$ cat src/rtl/word_tx_serializer.sv
// Captures one 32-bit word and emits it as four bytes over a valid/ready handshake.
// Optional WORD_TX_LITTLE_ENDIAN_EN sends the least-significant byte first.
module word_tx_serializer #(
  parameter int GAP_CYCLES_P = 0
) (
  input  logic        clk_i,
  input  logic        reset_i,
  input  logic [31:0] data_i,
  input  logic        valid_i,
  output logic        ready_o,
  output logic [7:0]  data_o,
  output logic        valid_o,
  input  logic        ready_i,
  output logic        busy_o
);

  typedef enum logic [1:0] {
    IDLE = 2'd0,
    SEND = 2'd1,
    GAP  = 2'd2
  } state_e;

  localparam bit          GAP_EN   = (GAP_CYCLES_P > 0);
  localparam logic [7:0]  GAP_LAST = GAP_EN ? 8'(GAP_CYCLES_P - 1) : 8'd0;

  state_e      state_q, state_d;
  logic [31:0] word_q, word_d;
  logic [1:0]  idx_q, idx_d;
  logic [7:0]  gap_q, gap_d;
  logic [7:0]  lane;

  // NOTE: sequential state uses non-blocking assignments so every register
  // samples the pre-edge values of the others, independent of statement order.
  always_ff @(posedge clk_i or posedge reset_i) begin
    if (reset_i) begin
      state_q <= IDLE;
      // NOTE: the word register is reset too, so a discarded in-flight word
      // can never leak onto data_o after reset.
      word_q  <= 32'h0;
      idx_q   <= 2'd0;
      gap_q   <= 8'd0;
    end else begin
      state_q <= state_d;
      word_q  <= word_d;
      idx_q   <= idx_d;
      gap_q   <= gap_d;
    end
  end

  always_comb begin
    // NOTE: every combinational output is defaulted first so no path leaves
    // a value unassigned, which would otherwise infer a latch.
    state_d = state_q;
    word_d  = word_q;
    idx_d   = idx_q;
    gap_d   = gap_q;
    unique case (state_q)
      IDLE: begin
        if (valid_i) begin
          state_d = SEND;
          word_d  = data_i;
          idx_d   = 2'd0;
          gap_d   = 8'd0;
        end
      end
      SEND: begin
        if (ready_i) begin
          if (idx_q == 2'd3) begin
            state_d = IDLE;
          end else begin
            idx_d   = idx_q + 2'd1;
            gap_d   = 8'd0;
            state_d = GAP_EN ? GAP : SEND;
          end
        end
      end
      GAP: begin
        // ready_i has no effect here; the gap always runs to completion.
        if (gap_q == GAP_LAST) begin
          state_d = SEND;
          gap_d   = 8'd0;
        end else begin
          gap_d = gap_q + 8'd1;
        end
      end
      default: state_d = IDLE;
    endcase
  end

  always_comb begin
    lane = 8'h00;
    unique case (idx_q)
`ifdef WORD_TX_LITTLE_ENDIAN_EN
      2'd0: lane = word_q[7:0];
      2'd1: lane = word_q[15:8];
      2'd2: lane = word_q[23:16];
      2'd3: lane = word_q[31:24];
`else
      2'd0: lane = word_q[31:24];
      2'd1: lane = word_q[23:16];
      2'd2: lane = word_q[15:8];
      2'd3: lane = word_q[7:0];
`endif
      default: lane = 8'h00;
    endcase
  end

  // Outputs decode registered state only, so reset reaches them without a clock.
  assign ready_o = (state_q == IDLE);
  assign valid_o = (state_q == SEND);
  assign busy_o  = (state_q != IDLE);
  assign data_o  = (state_q == SEND) ? lane : 8'h00;

endmodule
$ cat config.mk
export PLATFORM = sky130hd
export DESIGN_NAME = word_tx_serializer
export DESIGN_NICKNAME = d
export VERILOG_FILES = /design/src/rtl/word_tx_serializer.sv
export SDC_FILE = /design/constraint.sdc
export NUM_CORES = 1
export LEC_CHECK = 0
export ABC_AREA = 1
export CAP_MARGIN = 0
export CORE_MARGIN = 4
export CORE_UTILIZATION = 30
export DETAILED_ROUTE_END_ITERATION = 6
export GPL_ROUTABILITY_DRIVEN = 1
export MAX_ROUTING_LAYER = met4
export SLEW_MARGIN = 20
export SYNTH_ARGS = -nofsm -noshare
export SYNTH_HDL_FRONTEND = slang
export SYNTH_SLANG_ARGS = --single-unit
$ cat constraint.sdc
create_clock -name clk_i -period 1.7 [get_ports clk_i]
set_clock_uncertainty 0.2 [all_clocks]
set_input_delay 0.34 -clock clk_i [delete_from_list [all_inputs] [get_ports clk_i]]
set_output_delay 0.34 -clock clk_i [all_outputs]
set_load 0.01 [all_outputs]
Word-level counts from Yosys, hierarchy flattened
Index checks and enable logic that the tools add are counted.
{"block": "word_totals", "reg_bits": 44, "inputBits": 36}
{"block": "op_classes", "n_addsub": 2, "eq_ne": 9, "n_mux": 16, "n_reduce_logical": 10}
{"op": "$mux W8", "count": 5}
{"op": "$pmux W8 S4", "count": 1}
{"op": "$pmux W8 S3", "count": 1}
{"op": "$mux W2", "count": 6}
{"op": "$add A8 B1 Y8 const B", "count": 1}
{"op": "$logic_not A8 Y1", "count": 1}
{"op": "$reduce_and A4 Y1", "count": 2}
{"op": "$eq A2 B2 Y1 const B", "count": 3}
{"op": "$ne A2 B2 Y1 const B", "count": 3}
{"op": "$pmux W2 S3", "count": 1}
{"op": "$eq A2 B1 Y1 const B", "count": 2}
{"op": "$logic_not A2 Y1", "count": 2}
{"op": "$pmux W2 S2", "count": 1}
{"op": "$reduce_bool A2 Y1", "count": 2}
{"op": "$reduce_and A3 Y1", "count": 1}
{"op": "$reduce_bool A3 Y1", "count": 1}
{"op": "$add A2 B1 Y2 const B", "count": 1}
{"op": "$ne A2 B1 Y1 const B", "count": 1}
{"op": "$reduce_and A2 Y1", "count": 1}
{"op": "$mux W1", "count": 1}

Depth between registers and ports, before layout
{"block": "logic_depth", "ltp_word": 4, "ltp_mapped": 7, "ltp_nobuf": 6}

Least setup slack after synthesis
OpenSTA, ideal clock, no wires.
{"block": "synth_timing", "path_type": "register -> output", "startpoint": "register idx_q[0]", "endpoint": "output data_o[0]", "arrival_time_ns": 1.167, "path_slack_ns": -0.007, "stages_incl_launch_ff": 7, "path_cell_list": "dfrtp_1 -> inv_1 -> ha_1 -> inv_1 -> buf_4 -> o21ai_0 -> nor2_1"}
{"block": "synth_via", "elab_chain_len": 3}
{"element": "start: declaration", "line": "28", "text": "logic [1:0] idx_q, idx_d;"}
{"element": "start signal: assignment", "line": "45", "text": "idx_q <= idx_d;"}
{"element": "$eq A2 B2 Y1 (tied with other cells)", "line": "92", "text": "unique case (idx_q)"}
{"element": "$pmux W8 S4 *", "line": "92"}
{"element": "$mux W8 *", "line": "112", "text": "assign data_o = (state_q == SEND) ? lane : 8'h00;"}
{"element": "end: declaration", "line": "11", "text": "output logic [7:0] data_o,"}
Mark *: on every way between the ends. The rest lies on a longest branch, timed or not.

Final worst setup path
{"block": "layout_timing", "startpoint": "register idx_q[0]", "endpoint": "output data_o[4]"}
The elaborated chain is that of the path after synthesis.

==> run_results.csv <==
group,metric,value,unit
outcome,outcome,"finished, violations left",
outcome,violations,"setup timing",
routing,drt_iter0_markers,70,
routing,wl_per_cell,11.3,um
cells_and_area,post-route-util,44.8,%
die,die_h,83.1,um
die,io_pins,47,
critical_path,r2r_cells,6,
power_and_ir_drop,powerDensity,1620,nW/um2
routing,drc_errors,0,
critical_path,worstPathArrival,1.52,ns
critical_path,cpPeakStageDelay,0.42,ns
cells_and_area,layout_commonest_cell,"nand2_1",
critical_path,cp_top_family,"flip-flops",
power_and_ir_drop,ir_drop,0.467,mV
critical_path,worstReg2RegEnd,"idx_q[0]",
critical_path,end_kind,"output pin",
die,start_util,30.9,%
synthesis,yosysUniqueCellTypes,12,
placement,port_buffers,46,
sta,fin_crit_sh,121,%
routing,detail_route.first_pass.iterations,4,
placement,gp_congestion,0.792,
global_route,track_usage,12.9,%
power_and_ir_drop,combPwrFrac,46.3,%
flow_run,drv_cap,0,
critical_path,startpoint_type,"flop",
critical_path,critPathSlowestCell,"dfrtp_1",
global_route,antenna_found_initial,0,
sta,relSlewSlack,87.1,%
synthesis,syn_avg_cell_area,7.39,um2
routing,drtAntennaViolNets,0,
cts,tritoncts,"built",
routing,via_count,1520,
critical_path,path_class,"reg -> out",
synthesis,syn_nets,269,
critical_path,worstPathRequired,1.16,ns
cells_and_area,fill_cells,586,
critical_path,r2r_start,"idx_q[0]",
routing,wirelength,4100,um
die,die_w,83.1,um
cells_and_area,diodes,0,
global_route,grt_pass1_wl,7090,um
placement,hpwl,2970,um
placement,placed_area,2320,um2
global_route,grt.overflow.total,0,
power_and_ir_drop,p_clk_share,15.7,%
cts,clock_path_buffers,2,
critical_path,crit_chain,"inv_2, buf_4, ha_4, nand2_1, nand2_1, nor2_1, nor2_1, buf_2",
global_route,grt_pass1_vias,1508,
synthesis,syn-instance-count,229,
sta,finalCriticalPeriod,2.06,ns
power_and_ir_drop,swShare,39.2,%
sta,rsz0062_at_grt,"yes",
power_and_ir_drop,p_leak,1.28,nW
cells_and_area,area.growth.synth_to_final,44.8,%
cts,clk_pin_slew,0.08,ns
synthesis,ys_ff_latch,35,
die,coreArea,5470,um2
cts,htreeDepth,2,
cts,hold_buffers,0,
cells_and_area,finalNetCount,329,
synthesis,ys_warn_count,0,
cells_and_area,layout_common_cells,"nand2_1 (140), clkdlybuf4s50_1 (35), dfrtp_1 (34), nor2_1 (16), buf_4 (12)",
critical_path,worstPathMaxFanout,8,
power_and_ir_drop,power_switching,1.55,mW
sta,maxSlewViolCount,0,
power_and_ir_drop,sequentialPowerShare,38.1,%
synthesis,netlist_area,1690,um2
cts,clk_latency,0.29,ns
cts,cts-buffers-inserted,5,
placement,dp_worst_setup_slack,-0.560,ns
die,rows,27,
sta,hold_viol,0,
die,dieArea,6900,um2
global_route,grt_max_degree,36,
sta,setup_ws,-0.356,ns
cts,clock_sinks,35,
routing,viasPerCell,4.20,
power_and_ir_drop,power.internal,2.42,mW
sta,worstMarginPinSlew,0.193,ns
sta,finalSetupViolCount,8,
cells_and_area,final_area,2450,um2
critical_path,crit_buf_inv,3,
synthesis,ys_seq_area_share,51.8,%
cells_and_area,drive_gt1_share,16.9,%
hold_path,hold_class,"in -> async",
critical_path,r2r_slack,0.22,ns
sta,fmax,486,MHz
cts,root_buffer,"clkbuf_8",
==> synth_stat cells <==
master    number  area (um2)
inv_1          5        18.8
o21ai_0        8        40.0
nor2_1        17        63.8
nand2_1      141         529
dfrtp_1       35         876
buf_2          7        35.0
ha_1           4        50.1
o211ai_1       1        7.51
nand2_4        1        11.3
inv_2          2        7.51
nand3_1        3        15.0
buf_4          5        37.5
==> power groups by stage <==
| stage | Clock [mW] | Combinational, mW | Sequential (mW) |
|---|---|---|---|
| final | 0.623 | 1.84 | 1.51 |
| after global placement | 0 | 1.75 | 1.53 |
| after floorplan | 0 | 1.05 | 1.44 |
| after detailed placement | 0 | 1.78 | 1.53 |
| after CTS | 0.645 | 1.84 | 1.51 |
| after global routing | 0.692 | 2.07 | 1.57 |
==> registers in the layout, summed over array words and instances (netlist names) <==
register	flops
word_q	32
state_q	1
idx_q	2
==> timing repair <==
item	CTS	global route
pin swaps	11	4
resized for setup	53	5
hold endpoints to repair	0	0
endpoints found under the setup margin	11	9
buffers inserted	5	0
gates cloned	1	0
==> routing by layer <==
metal / track usage, % / share of wire, %
met4: 2.82 / 0.61
met2: 18.8 / 42
met5: - / 0
met1: 17.2 / 50
met3: 4.86 / 6.8
==> worst max-delay path by stage <==
stage          slack, ns  cells past startpoint         to     start
2_1_floorplan      0.009                      6  data_o[0]  idx_q[0]
3_3_place_gp       -0.49                      7  data_o[4]  idx_q[0]
3_5_place_dp       -0.56                      7  data_o[4]  idx_q[0]
4_1_cts            -0.35                      8  data_o[4]  idx_q[0]
5_1_grt            -0.46                      8  data_o[6]  idx_q[0]
6_report           -0.36                      8  data_o[4]  idx_q[0]
==> tightest hold or removal path: cells and delay by family <==
kind                   cells  cell delay [ns]
buffers and inverters      3             0.71
==> area by class of cell <==
class                      count  area (um2)  share of cell area (%)
sequential                    35         877                    35.8
multi-input combinational    175         752                    30.7
timing repair buffer          65         611                    24.9
tap                           72        90.1                    3.68
clock buffer                   5        68.8                    2.81
inverter                       7        26.3                    1.07
clock inverter                 3        25.0                    1.02
==> through the flow <==
step	hold slack (ns)	setup TNS [ns]	total power [mW]	cells
after global placement	0.262	-3.98	3.27	348
after CTS	0.212	-2.63	4.00	362
after floorplan	0.244	0	2.49	229
after global routing	0.221	-3.50	4.33	362
after detailed placement	0.267	-4.51	3.31	348
final	0.198	-2.56	3.97	362
==> cells by family after synthesis <==
| family | after synthesis | synth area share, % |
|---|---|---|
| buf+inv | 19 | 5.84 |
| flops | 35 | 51.8 |
| compound gates | 9 | 2.81 |
| fa+ha+maj | 4 | 2.96 |
| simple gates | 162 | 36.6 |
No activity file was read; power rests on OpenSTA's default activity.
